--- src/rtl/console_uart_tx_pkg.sv ---
// Shared constants for the console UART transmitter: default sizes and the
// line-state encoding used by the serialiser FSM.
package console_uart_tx_pkg;

    localparam int XLEN_DEFAULT         = 32;
    localparam int CLKS_PER_BIT_DEFAULT = 16;
    localparam int FIFO_DEPTH_DEFAULT   = 8;
    localparam int BYTE_W               = 8;

    typedef enum logic [1:0] {
        ST_IDLE  = 2'd0,
        ST_START = 2'd1,
        ST_DATA  = 2'd2,
        ST_STOP  = 2'd3
    } uart_state_e;

endpackage

--- src/rtl/console_uart_tx_if.sv ---
// Console MMIO write port as seen between the core top level (master) and
// the UART transmitter (slave).
//
// Handshake: console_we is a one-cycle strobe with no ready. Every rising
// edge with console_we = 1 is exactly one byte push of console_wdata[7:0];
// a push the queue cannot hold is dropped and reported via the sticky
// overflow flag.
interface console_uart_tx_if #(
    parameter int XLEN = 32
) ();

    logic [XLEN-1:0] console_wdata;
    logic            console_we;

    modport master (output console_wdata, output console_we);
    modport slave  (input  console_wdata, input  console_we);

endinterface

--- src/rtl/console_uart_tx_fifo.sv ---
// Synchronous first-word-fall-through byte queue. Full/empty come from the
// occupancy count, so the pointers need no extra wrap bit.
module console_uart_tx_fifo
    import console_uart_tx_pkg::*;
#(
    parameter int WIDTH = BYTE_W,
    parameter int DEPTH = FIFO_DEPTH_DEFAULT
) (
    input  logic                     clk,
    input  logic                     reset,
    input  logic                     push,
    input  logic                     pop,
    input  logic [WIDTH-1:0]         wdata,
    output logic [WIDTH-1:0]         rdata,
    output logic [$clog2(DEPTH):0]   count,
    output logic                     full,
    output logic                     empty
);

    localparam int AW = $clog2(DEPTH);
    localparam int CW = AW + 1;

    logic [WIDTH-1:0] mem_q [DEPTH];
    logic [WIDTH-1:0] mem_d [DEPTH];
    logic [AW-1:0]    wr_ptr_q, wr_ptr_d;
    logic [AW-1:0]    rd_ptr_q, rd_ptr_d;
    logic [CW-1:0]    count_q,  count_d;
    logic             push_ok;
    logic             pop_ok;

    assign full  = (count_q == CW'(DEPTH));
    assign empty = (count_q == '0);
    assign count = count_q;
    assign rdata = mem_q[rd_ptr_q];

    // A pop in the same cycle frees a slot, so a push into a full queue still lands.
    assign pop_ok  = pop && !empty;
    assign push_ok = push && (!full || pop_ok);

    always_comb begin
        mem_d    = mem_q;
        wr_ptr_d = wr_ptr_q;
        rd_ptr_d = rd_ptr_q;
        count_d  = count_q;
        if (push_ok) begin
            mem_d[wr_ptr_q] = wdata;
            wr_ptr_d        = wr_ptr_q + AW'(1);
        end
        if (pop_ok) begin
            rd_ptr_d = rd_ptr_q + AW'(1);
        end
        case ({push_ok, pop_ok})
            2'b10:   count_d = count_q + CW'(1);
            2'b01:   count_d = count_q - CW'(1);
            default: count_d = count_q;
        endcase
    end

    always_ff @(posedge clk or negedge reset) begin
        if (!reset) begin
            wr_ptr_q <= '0;
            rd_ptr_q <= '0;
            count_q  <= '0;
        end else begin
            wr_ptr_q <= wr_ptr_d;
            rd_ptr_q <= rd_ptr_d;
            count_q  <= count_d;
        end
    end

    // Storage needs no reset: an entry is only read after it has been written.
    always_ff @(posedge clk) begin
        mem_q <= mem_d;
    end

endmodule

--- src/rtl/console_uart_tx.sv ---
// Console write-port consumer: queues the low byte of each console write and
// shifts it out as 8N1, LSB first, on a registered UART line.
module console_uart_tx
    import console_uart_tx_pkg::*;
#(
    parameter int XLEN         = XLEN_DEFAULT,
    parameter int CLKS_PER_BIT = CLKS_PER_BIT_DEFAULT,
    parameter int FIFO_DEPTH   = FIFO_DEPTH_DEFAULT
) (
    input  logic                        clk,
    input  logic                        reset,
    console_uart_tx_if.slave            con,
    output logic                        tx,
    output logic                        busy,
    output logic                        overflow,
    output logic [$clog2(FIFO_DEPTH):0] fifo_count,
    output uart_state_e                 state_dbg
);

    localparam int TW = (CLKS_PER_BIT > 1) ? $clog2(CLKS_PER_BIT) : 1;
    localparam logic [TW-1:0] TIMER_RELOAD = TW'(CLKS_PER_BIT - 1);

    uart_state_e         state_q,   state_d;
    logic [TW-1:0]       timer_q,   timer_d;
    logic [2:0]          bit_idx_q, bit_idx_d;
    logic [BYTE_W-1:0]   shift_q,   shift_d;
    logic                tx_q,      tx_d;
    logic                overflow_q, overflow_d;

    logic                fifo_pop;
    logic                fifo_full;
    logic                fifo_empty;
    logic [BYTE_W-1:0]   fifo_rdata;
    logic                timer_done;
    logic                unused_upper;

    assign unused_upper = ^con.console_wdata[XLEN-1:BYTE_W];

    console_uart_tx_fifo #(
        .WIDTH (BYTE_W),
        .DEPTH (FIFO_DEPTH)
    ) u_fifo (
        .clk   (clk),
        .reset (reset),
        .push  (con.console_we),
        .pop   (fifo_pop),
        .wdata (con.console_wdata[BYTE_W-1:0]),
        .rdata (fifo_rdata),
        .count (fifo_count),
        .full  (fifo_full),
        .empty (fifo_empty)
    );

    assign timer_done = (timer_q == '0);

    always_comb begin
        state_d   = state_q;
        timer_d   = timer_q;
        bit_idx_d = bit_idx_q;
        shift_d   = shift_q;
        fifo_pop  = 1'b0;

        case (state_q)
            ST_IDLE: begin
                if (!fifo_empty) begin
                    fifo_pop = 1'b1;
                    shift_d  = fifo_rdata;
                    timer_d  = TIMER_RELOAD;
                    state_d  = ST_START;
                end
            end
            ST_START: begin
                if (timer_done) begin
                    timer_d   = TIMER_RELOAD;
                    bit_idx_d = 3'd0;
                    state_d   = ST_DATA;
                end else begin
                    timer_d = timer_q - TW'(1);
                end
            end
            ST_DATA: begin
                if (timer_done) begin
                    timer_d = TIMER_RELOAD;
                    shift_d = shift_q >> 1;
                    if (bit_idx_q == 3'd7) begin
                        state_d = ST_STOP;
                    end else begin
                        bit_idx_d = bit_idx_q + 3'd1;
                    end
                end else begin
                    timer_d = timer_q - TW'(1);
                end
            end
            ST_STOP: begin
                if (timer_done) begin
                    state_d = ST_IDLE;
                end else begin
                    timer_d = timer_q - TW'(1);
                end
            end
            default: state_d = ST_IDLE;
        endcase

        // The line level is a function of where the FSM is headed, so tx
        // changes on exactly the edge that starts each bit.
        case (state_d)
            ST_START: tx_d = 1'b0;
            ST_DATA:  tx_d = shift_d[0];
            default:  tx_d = 1'b1;
        endcase

        overflow_d = overflow_q | (con.console_we & fifo_full & ~fifo_pop);
    end

    always_ff @(posedge clk or negedge reset) begin
        if (!reset) begin
            state_q    <= ST_IDLE;
            timer_q    <= '0;
            bit_idx_q  <= '0;
            shift_q    <= '0;
            tx_q       <= 1'b1;
            overflow_q <= 1'b0;
        end else begin
            state_q    <= state_d;
            timer_q    <= timer_d;
            bit_idx_q  <= bit_idx_d;
            shift_q    <= shift_d;
            tx_q       <= tx_d;
            overflow_q <= overflow_d;
        end
    end

    assign tx        = tx_q;
    assign busy      = (state_q != ST_IDLE) || !fifo_empty;
    assign overflow  = overflow_q;
    assign state_dbg = state_q;

endmodule

--- src/flat_wrapper.sv ---
// flat-port wrapper written by rule: the top's interface ports become plain ports
module console_uart_tx_flat import console_uart_tx_pkg::*;
#(
    parameter int XLEN         = XLEN_DEFAULT,
    parameter int CLKS_PER_BIT = CLKS_PER_BIT_DEFAULT,
    parameter int FIFO_DEPTH   = FIFO_DEPTH_DEFAULT
)
  (clk, reset, tx, busy, overflow, fifo_count, state_dbg, con_console_wdata, con_console_we);
  console_uart_tx_if #(.XLEN(XLEN)) con_i ();
  input  logic clk;
  input  logic reset;
  output logic tx;
  output logic busy;
  output logic overflow;
  output logic [$clog2(FIFO_DEPTH):0] fifo_count;
  output uart_state_e state_dbg;
  input wire logic [$bits(con_i.console_wdata)-1:0] con_console_wdata;
  input wire logic [$bits(con_i.console_we)-1:0] con_console_we;
  assign con_i.console_wdata = con_console_wdata;
  assign con_i.console_we = con_console_we;
  console_uart_tx #(.XLEN(XLEN), .CLKS_PER_BIT(CLKS_PER_BIT), .FIFO_DEPTH(FIFO_DEPTH)) u_core (.clk(clk), .reset(reset), .con(con_i), .tx(tx), .busy(busy), .overflow(overflow), .fifo_count(fifo_count), .state_dbg(state_dbg));
endmodule
--- config.mk ---
export PLATFORM = sky130hd
export DESIGN_NAME = console_uart_tx_flat
export DESIGN_NICKNAME = d
export VERILOG_FILES = /design/src/rtl/console_uart_tx_pkg.sv /design/src/rtl/console_uart_tx_if.sv /design/src/rtl/console_uart_tx_fifo.sv /design/src/rtl/console_uart_tx.sv /design/src/flat_wrapper.sv
export SDC_FILE = /design/constraint.sdc
export NUM_CORES = 1
export LEC_CHECK = 0
export CORE_MARGIN = 10
export CORE_UTILIZATION = 56
export DETAILED_ROUTE_END_ITERATION = 10
export PLACE_DENSITY = 0.77
export SLEW_MARGIN = 10
export SYNTH_ARGS = -nofsm -noshare
export SYNTH_HDL_FRONTEND = slang
export SYNTH_SLANG_ARGS = --single-unit
--- constraint.sdc ---
create_clock -name clk -period 2.7 [get_ports clk]
set_input_delay 0.54 -clock clk [delete_from_list [all_inputs] [get_ports clk]]
set_output_delay 0.54 -clock clk [all_outputs]
set_load 0.05 [all_outputs]
==> metrics.cfg, run 1 <==
[outcome]
status=finished clean

[sta]
fmax_mhz=410
finClkSkew_ns=0.00976
hold_viol=0
setup_tns_ns=0
fin_crit_ns=2.44
rsz0062_at_grt=false
setup_viol=0
fin_crit_sh=0.902
worst_pin_slew_ns=0.598
setup_ws_ns=0.264
drv_slew=0
max-slew-margin-rel=0.601

[synthesis]
synth-edff-count=64
syn_area_um2=4030
synth_top_family_by_area=multiplexers
synth_nets=309
ys_warn_count=0
synth_compound_area_frac=0.0825
synthFlopType=edfxtp_1
yosys-top-cells-area=edfxtp_1, dfrtp_1, mux4_2
synth_mux_area_frac=0.126
ys_seq_area_frac=0.657
yosys.area.top_type_share=0.477
synthXorXnorAreaFrac=0.0152
synthSimpleGateAreaFrac=0.0627
syn_inst=264
ys_seq_elements=93
synth-async-reset-ratio=0.312
synth-adder-area-share=0.0310
synth_cell_types=41
yosysTopAreaCell=edfxtp_1
synth.avg_cell_area_um2=15.3

[die]
core_area_um2=6910
die_y_um=105
io_pins=44
initial_core_util=0.584
die-area_um2=11000
row_count=30
die_w_um=105

[hold_path]
worstHoldStart=u_core.overflow
hold_depth=1
min_to=u_core.overflow
hold_class=reg -> reg

[detailed_routing]
totalWireLength_um=7260
routedWlPerCell_um=18.2
dr.pass1.iters=4
vias=2309
drc=0
drt_first_iter_violations=109
vias_per_cell=5.80
antenna_left=0

[setup_path]
required_ns=2.16
arrival_ns=1.90
slowest_delay_ns=0.57
startpoint_type=register
worst-path-buf-inv=2
reg2reg_slack_ns=0.46
critPathCaptureType=output pin
worstReg2RegStart=u_core.timer_q[0]
crit_family=simple AND/OR/NAND/NOR gates
worstSetupPathDepth=4
path_cells=or3_1, nor2_4, inv_1, buf_4
critPathMaxFanout=7
worstSetupPathType=reg -> out
r2r_end=u_core.tx
cpMaxStageDelayCell=or3_1
ff2ff_path_depth=7

[clock_network]
cts.path.max_buffers=2
cts.clk_slew.worst_paths_ns=0.09
cts_root_buffer=clkbuf_8
cts_inserted_buffers=9
clock_latency_ns=0.35
cts-htree-levels=3
cts.sinks=93
cts_hold_buf=0
post_cts_resized=0
post_cts_buffers=0
cts_tree=built

[placed_design]
gp_congestion=0.776
place_ws_ns=0.468
post-dp-hpwl_um=4800
io_buffers=19

[grt]
antenna_found_initial=0
grt_overflow=0
grt_pass1_wl_um=11800
grtUsageTotal=0.136
first_global_vias=2267
grt_max_degree=30

[power]
p_leak_nw=1.69
ir_worst_vdd_v=0.000487
cellPowerDensity_nw_per_um2=1120

[cells_and_area]
synthToLayoutAreaGrowth_pct=14.1
num-nets-final=342
drive_gt1_frac=0.202
antenna_cells=0

[flow_run]
maxCapViolCount=0

==> Yosys cell counts, drive strengths merged, types with 3 or more instances <==
master,n
a21oi,13
a222oi,3
a32oi,4
buf,6
clkbuf,6
dfrtp,28
edfxtp,64
ha,10
inv,12
mux2,10
mux2i,3
mux4,16
nand2,22
nand2b,4
nor2,13
nor3,7
o21ai,12
o22a,4
xnor2,5
==> layout by cell type (no fill, tap or decap), types with 2 or more instances in the layout <==
master	netlist	layout
xor2_1	2	2
o21a_1	2	2
o21ai_4	2	2
nand2b_1	4	4
nor3_1	7	7
mux4_2	16	16
clkdlybuf4s50_1	0	18
o32ai_1	2	2
nor2_1	12	12
buf_4	1	15
a22oi_1	2	2
a21oi_1	13	13
ha_1	10	10
a21o_1	2	2
mux2_2	9	9
dfrtp_1	28	28
a222oi_1	3	3
xnor2_1	5	5
inv_1	11	11
a32oi_1	4	4
o21ai_0	10	10
or3_1	2	2
nor4_1	2	2
o22a_1	4	4
mux2i_1	3	3
edfxtp_1	64	64
nand2_1	22	22
clkbuf_8	0	9
==> logic make-up (layout without fill, tap and decap cells) <==
group	count (synthesis)	after routing
AO/OA/AOI/OAI	47	47
XOR/XNOR	7	7
adder cells (fa/ha/maj)	10	10
buffers and inverters	24	62
flip-flops	93	93
multiplexers	29	29
AND/OR/NAND/NOR	54	54
==> metrics by stage <==
stage               std cells  utilization  instance area [um^2]  total power, mW  hold WS (ns)
finish                    398        0.666                  4600             5.17         0.460
global route              398        0.666                  4600             5.50         0.485
CTS                       398        0.666                  4600             5.21         0.464
detailed placement        382        0.638                  4410             4.29         0.443
global placement          382        0.638                  4410             4.22         0.440
floorplan                 264            -                  4030             3.69         0.244
==> layout make-up <==
| cell class | instances | area, um^2 |
|---|---|---|
| inverter | 12 | 45.0 |
| fill | 498 | 2300 |
| sequential | 93 | 2650 |
| clock buffer | 10 | 128 |
| tap | 96 | 120 |
| clock inverter | 6 | 70.1 |
| timing repair buffer | 34 | 313 |
| multi-input combinational | 147 | 1280 |
==> registers in the layout, indices dropped and copies added, names as in the netlist <==
register and cells:
u_core.u_fifo.mem_q 64, u_core.shift_q 8, u_core.timer_q 4, u_core.u_fifo.count 4, u_core.bit_idx_q 3, u_core.u_fifo.rd_ptr_q 3, u_core.u_fifo.wr_ptr_q 3, u_core.state_dbg 2
u_core.overflow 1, u_core.tx 1
==> how the worst max path moves through the flow <==
| stage | start | slack [ns] | end |
|---|---|---|---|
| final | u_core.u_fifo.count[1] | 0.26 | busy |
| after global routing | u_core.state_dbg[0] | 0.14 | busy |
| after CTS | u_core.u_fifo.count[1] | 0.25 | busy |
| after detailed placement | u_core.timer_q[0] | 0.47 | u_core.tx |
| after global placement | con_console_we | 0.51 | u_core.u_fifo.mem_q[51] |
| after floorplan | u_core.state_dbg[1] | 0.002 | u_core.u_fifo.mem_q[56] |
==> report_power, final <==
group | internal, mW | total [mW] | switching (mW) | leakage, nW
Combinational | 0.981 | 2.07 | 1.09 | 0.655
Clock | 0.437 | 0.917 | 0.480 | 0.0964
Sequential | 1.89 | 2.18 | 0.290 | 0.935
Total | 3.31 | 5.17 | 1.86 | 1.69
==> layer usage <==
metal / GRT usage / vias up / routed length (um)
met4: 0.0814 / 0 / 149
met3: 0.0289 / 13 / 265
met2: 0.212 / 47 / 3740
li1: - / 1080 / -
met5: 0 / - / 0
met1: 0.171 / 1169 / 3100
Note: power is estimated with default switching activity, not from simulation.
==> run 2, diff against run 1 <==
--- a/config.mk
+++ b/config.mk
@@ -6,9 +6,10 @@
 export NUM_CORES = 1
 export LEC_CHECK = 0
 export CORE_MARGIN = 10
-export CORE_UTILIZATION = 56
+export CORE_UTILIZATION = 37
 export DETAILED_ROUTE_END_ITERATION = 10
-export PLACE_DENSITY = 0.77
+export GPL_TIMING_DRIVEN = 0
+export PLACE_DENSITY = 0.54
 export SLEW_MARGIN = 10
 export SYNTH_ARGS = -nofsm -noshare
 export SYNTH_HDL_FRONTEND = slang
==> constraint.sdc (replaced) <==
create_clock -name clk -period 2.7 [get_ports clk]
set_input_delay 0.27 -clock clk [delete_from_list [all_inputs] [get_ports clk]]
set_output_delay 0.27 -clock clk [all_outputs]
set_load 0.05 [all_outputs]
==> metrics.cfg, run 2 (synthesis results as in run 1) <==
[grt]
grt_pass1_wl_um=13300  ; +13%
grt_overflow=0  ; unchanged
grtUsageTotal=0.106  ; -0.0297
antenna_found_initial=0  ; unchanged
grt_max_degree=30  ; unchanged
first_global_vias=2507  ; +11%

[hold_path]
hold_class=reg -> reg
min_to=u_core.overflow
worstHoldStart=u_core.overflow
hold_depth=1  ; unchanged

[detailed_routing]
dr.pass1.iters=4  ; unchanged
antenna_left=0  ; unchanged
routedWlPerCell_um=18.2  ; -0.32%
vias_per_cell=5.20  ; -10%
totalWireLength_um=8070  ; +11%
drt_first_iter_violations=114  ; +4.6%
drc=0  ; unchanged
vias=2310  ; +0.043%

[clock_network]
cts_tree=built
cts_root_buffer=clkbuf_8
cts-htree-levels=3  ; unchanged
cts.path.max_buffers=2  ; unchanged
cts.clk_slew.worst_paths_ns=0.09  ; about the same
cts.sinks=93  ; unchanged
clock_latency_ns=0.35  ; about the same
cts_inserted_buffers=9  ; unchanged

[cells_and_area]
final_common_cell=edfxtp_1
synthToLayoutAreaGrowth_pct=15.5
final_cell_mix=edfxtp_1, dfrtp_1, nand2_1
num-nets-final=345  ; +0.88%
largest_register_ff_count=64  ; unchanged
antenna_cells=0  ; unchanged
fin_util=0.433  ; -0.233
top_register=u_core.u_fifo.mem_q
drive_gt1_frac=0.211  ; +0.00854
reg.largest.list=u_core.u_fifo.mem_q (64), u_core.shift_q (8)

[sta]
worst_pin_slew_ns=0.683  ; +0.0842 ns
whs_ns=0.461  ; +0.000429 ns
setup_tns_ns=0  ; unchanged
finClkSkew_ns=0.00867  ; -0.00109 ns
max-slew-margin-rel=0.545  ; -0.0561
setup_viol=0  ; unchanged
drv_slew=0  ; unchanged
fmax_mhz=401  ; -2.2%
hold_viol=0  ; unchanged
setup_ws_ns=0.209  ; -0.0545 ns
fin_crit_sh=0.923  ; +0.0202
fin_crit_ns=2.49  ; +0.0545 ns
rsz0062_at_grt=false

[flow_run]
maxCapViolCount=0  ; unchanged

[power]
ir_worst_vdd_v=0.000558  ; +15%
cellPowerDensity_nw_per_um2=1100  ; -2.4%
p_leak_nw=1.66  ; -1.6%
power.total_mw=5.11  ; -1.2%

[setup_path]
critPathMaxFanout=8  ; +1
ff2ff_path_depth=7  ; unchanged
required_ns=2.69  ; +0.53 ns
critPathCaptureType=register
reg2reg_slack_ns=0.21  ; -0.25 ns
startpoint_type=register
worstSetupPathType=reg -> reg
r2r_end=u_core.u_fifo.mem_q[36]
worstReg2RegStart=u_core.state_dbg[1]
arrival_ns=2.48  ; +0.58 ns

[die]
initial_core_util=0.375  ; -0.209
die_y_um=124  ; +19%
core_area_um2=10700  ; +56%
row_count=38  ; +27%
die_w_um=124  ; +19%
io_pins=44  ; unchanged
die-area_um2=15500  ; +41%

[placed_design]
io_buffers=19  ; unchanged
post-dp-hpwl_um=5380  ; +12%
gp_congestion=0.726  ; -6.4%
place_ws_ns=-0.176  ; -0.644 ns

[outcome]
status=finished clean

run 2: metal layers:
| layer | vias to the layer above | GRT usage | part of all wire |
|---|---|---|---|
| li1 | 1078 | - | - |
| met2 | 40 | 0.177 | 0.49 |
| met5 | - | 0 | 0 |
| met4 | 0 | 0.0308 | 0.0089 |
| met1 | 1184 | 0.131 | 0.46 |
| met3 | 8 | 0.0306 | 0.038 |
run 2: final cells by class:
type                    instances  area (um^2)
multi-input cells             147         1330
fillers                      1015         6090
flip-flops and latches         93         2650
repair buffers                 26          239
inverters                      12         45.0
plain buffers                  11         56.3
clock inverters                 6         41.3
well taps                     140          175
clock buffers                   9          124
run 2: worst max path at each step:
| stage | start | to | depth (start not counted) |
|---|---|---|---|
| after floorplan | u_core.state_dbg[1] | u_core.u_fifo.mem_q[56] | 6 |
| after global placement | u_core.state_dbg[1] | u_core.u_fifo.mem_q[63] | 6 |
| after detailed placement | u_core.state_dbg[1] | u_core.u_fifo.mem_q[35] | 8 |
| after CTS | u_core.state_dbg[1] | u_core.u_fifo.mem_q[37] | 8 |
| after global routing | u_core.state_dbg[1] | u_core.u_fifo.mem_q[16] | 7 |
| final | u_core.state_dbg[1] | u_core.u_fifo.mem_q[36] | 7 |
run 2: metrics by stage:
step / instance area (um^2) / cells
floorplan: 4030 / 264
global placement: 4400 / 423
detailed placement: 4460 / 428
CTS: 4640 / 444
global route: 4660 / 444
finish: 4660 / 444
run 2: power by group:
group	leakage, nW	switching (mW)	internal (mW)
registers	0.935	0.246	1.89
logic	0.645	1.20	0.955
clock network	0.0803	0.484	0.328
run 2: what timing repair did:
item                                    in CTS  in global routing
resized for setup                            5                  1
endpoints found under the setup margin      25                 33
hold buffers                                 1                  0
pin swaps                                    0                  1
buffers inserted                             0                  1
gates cloned                                 0                  0
endpoints found under the hold margin       28                  0
run 2: critical path, stage by stage, from the launching register on:
cell      delay [ns]
dfrtp_1         0.44
inv_1           0.12
ha_1            0.35
nand2b_1        0.24
o21ai_4         0.13
inv_2           0.13
nand2_1         0.17
nor2_2          0.53
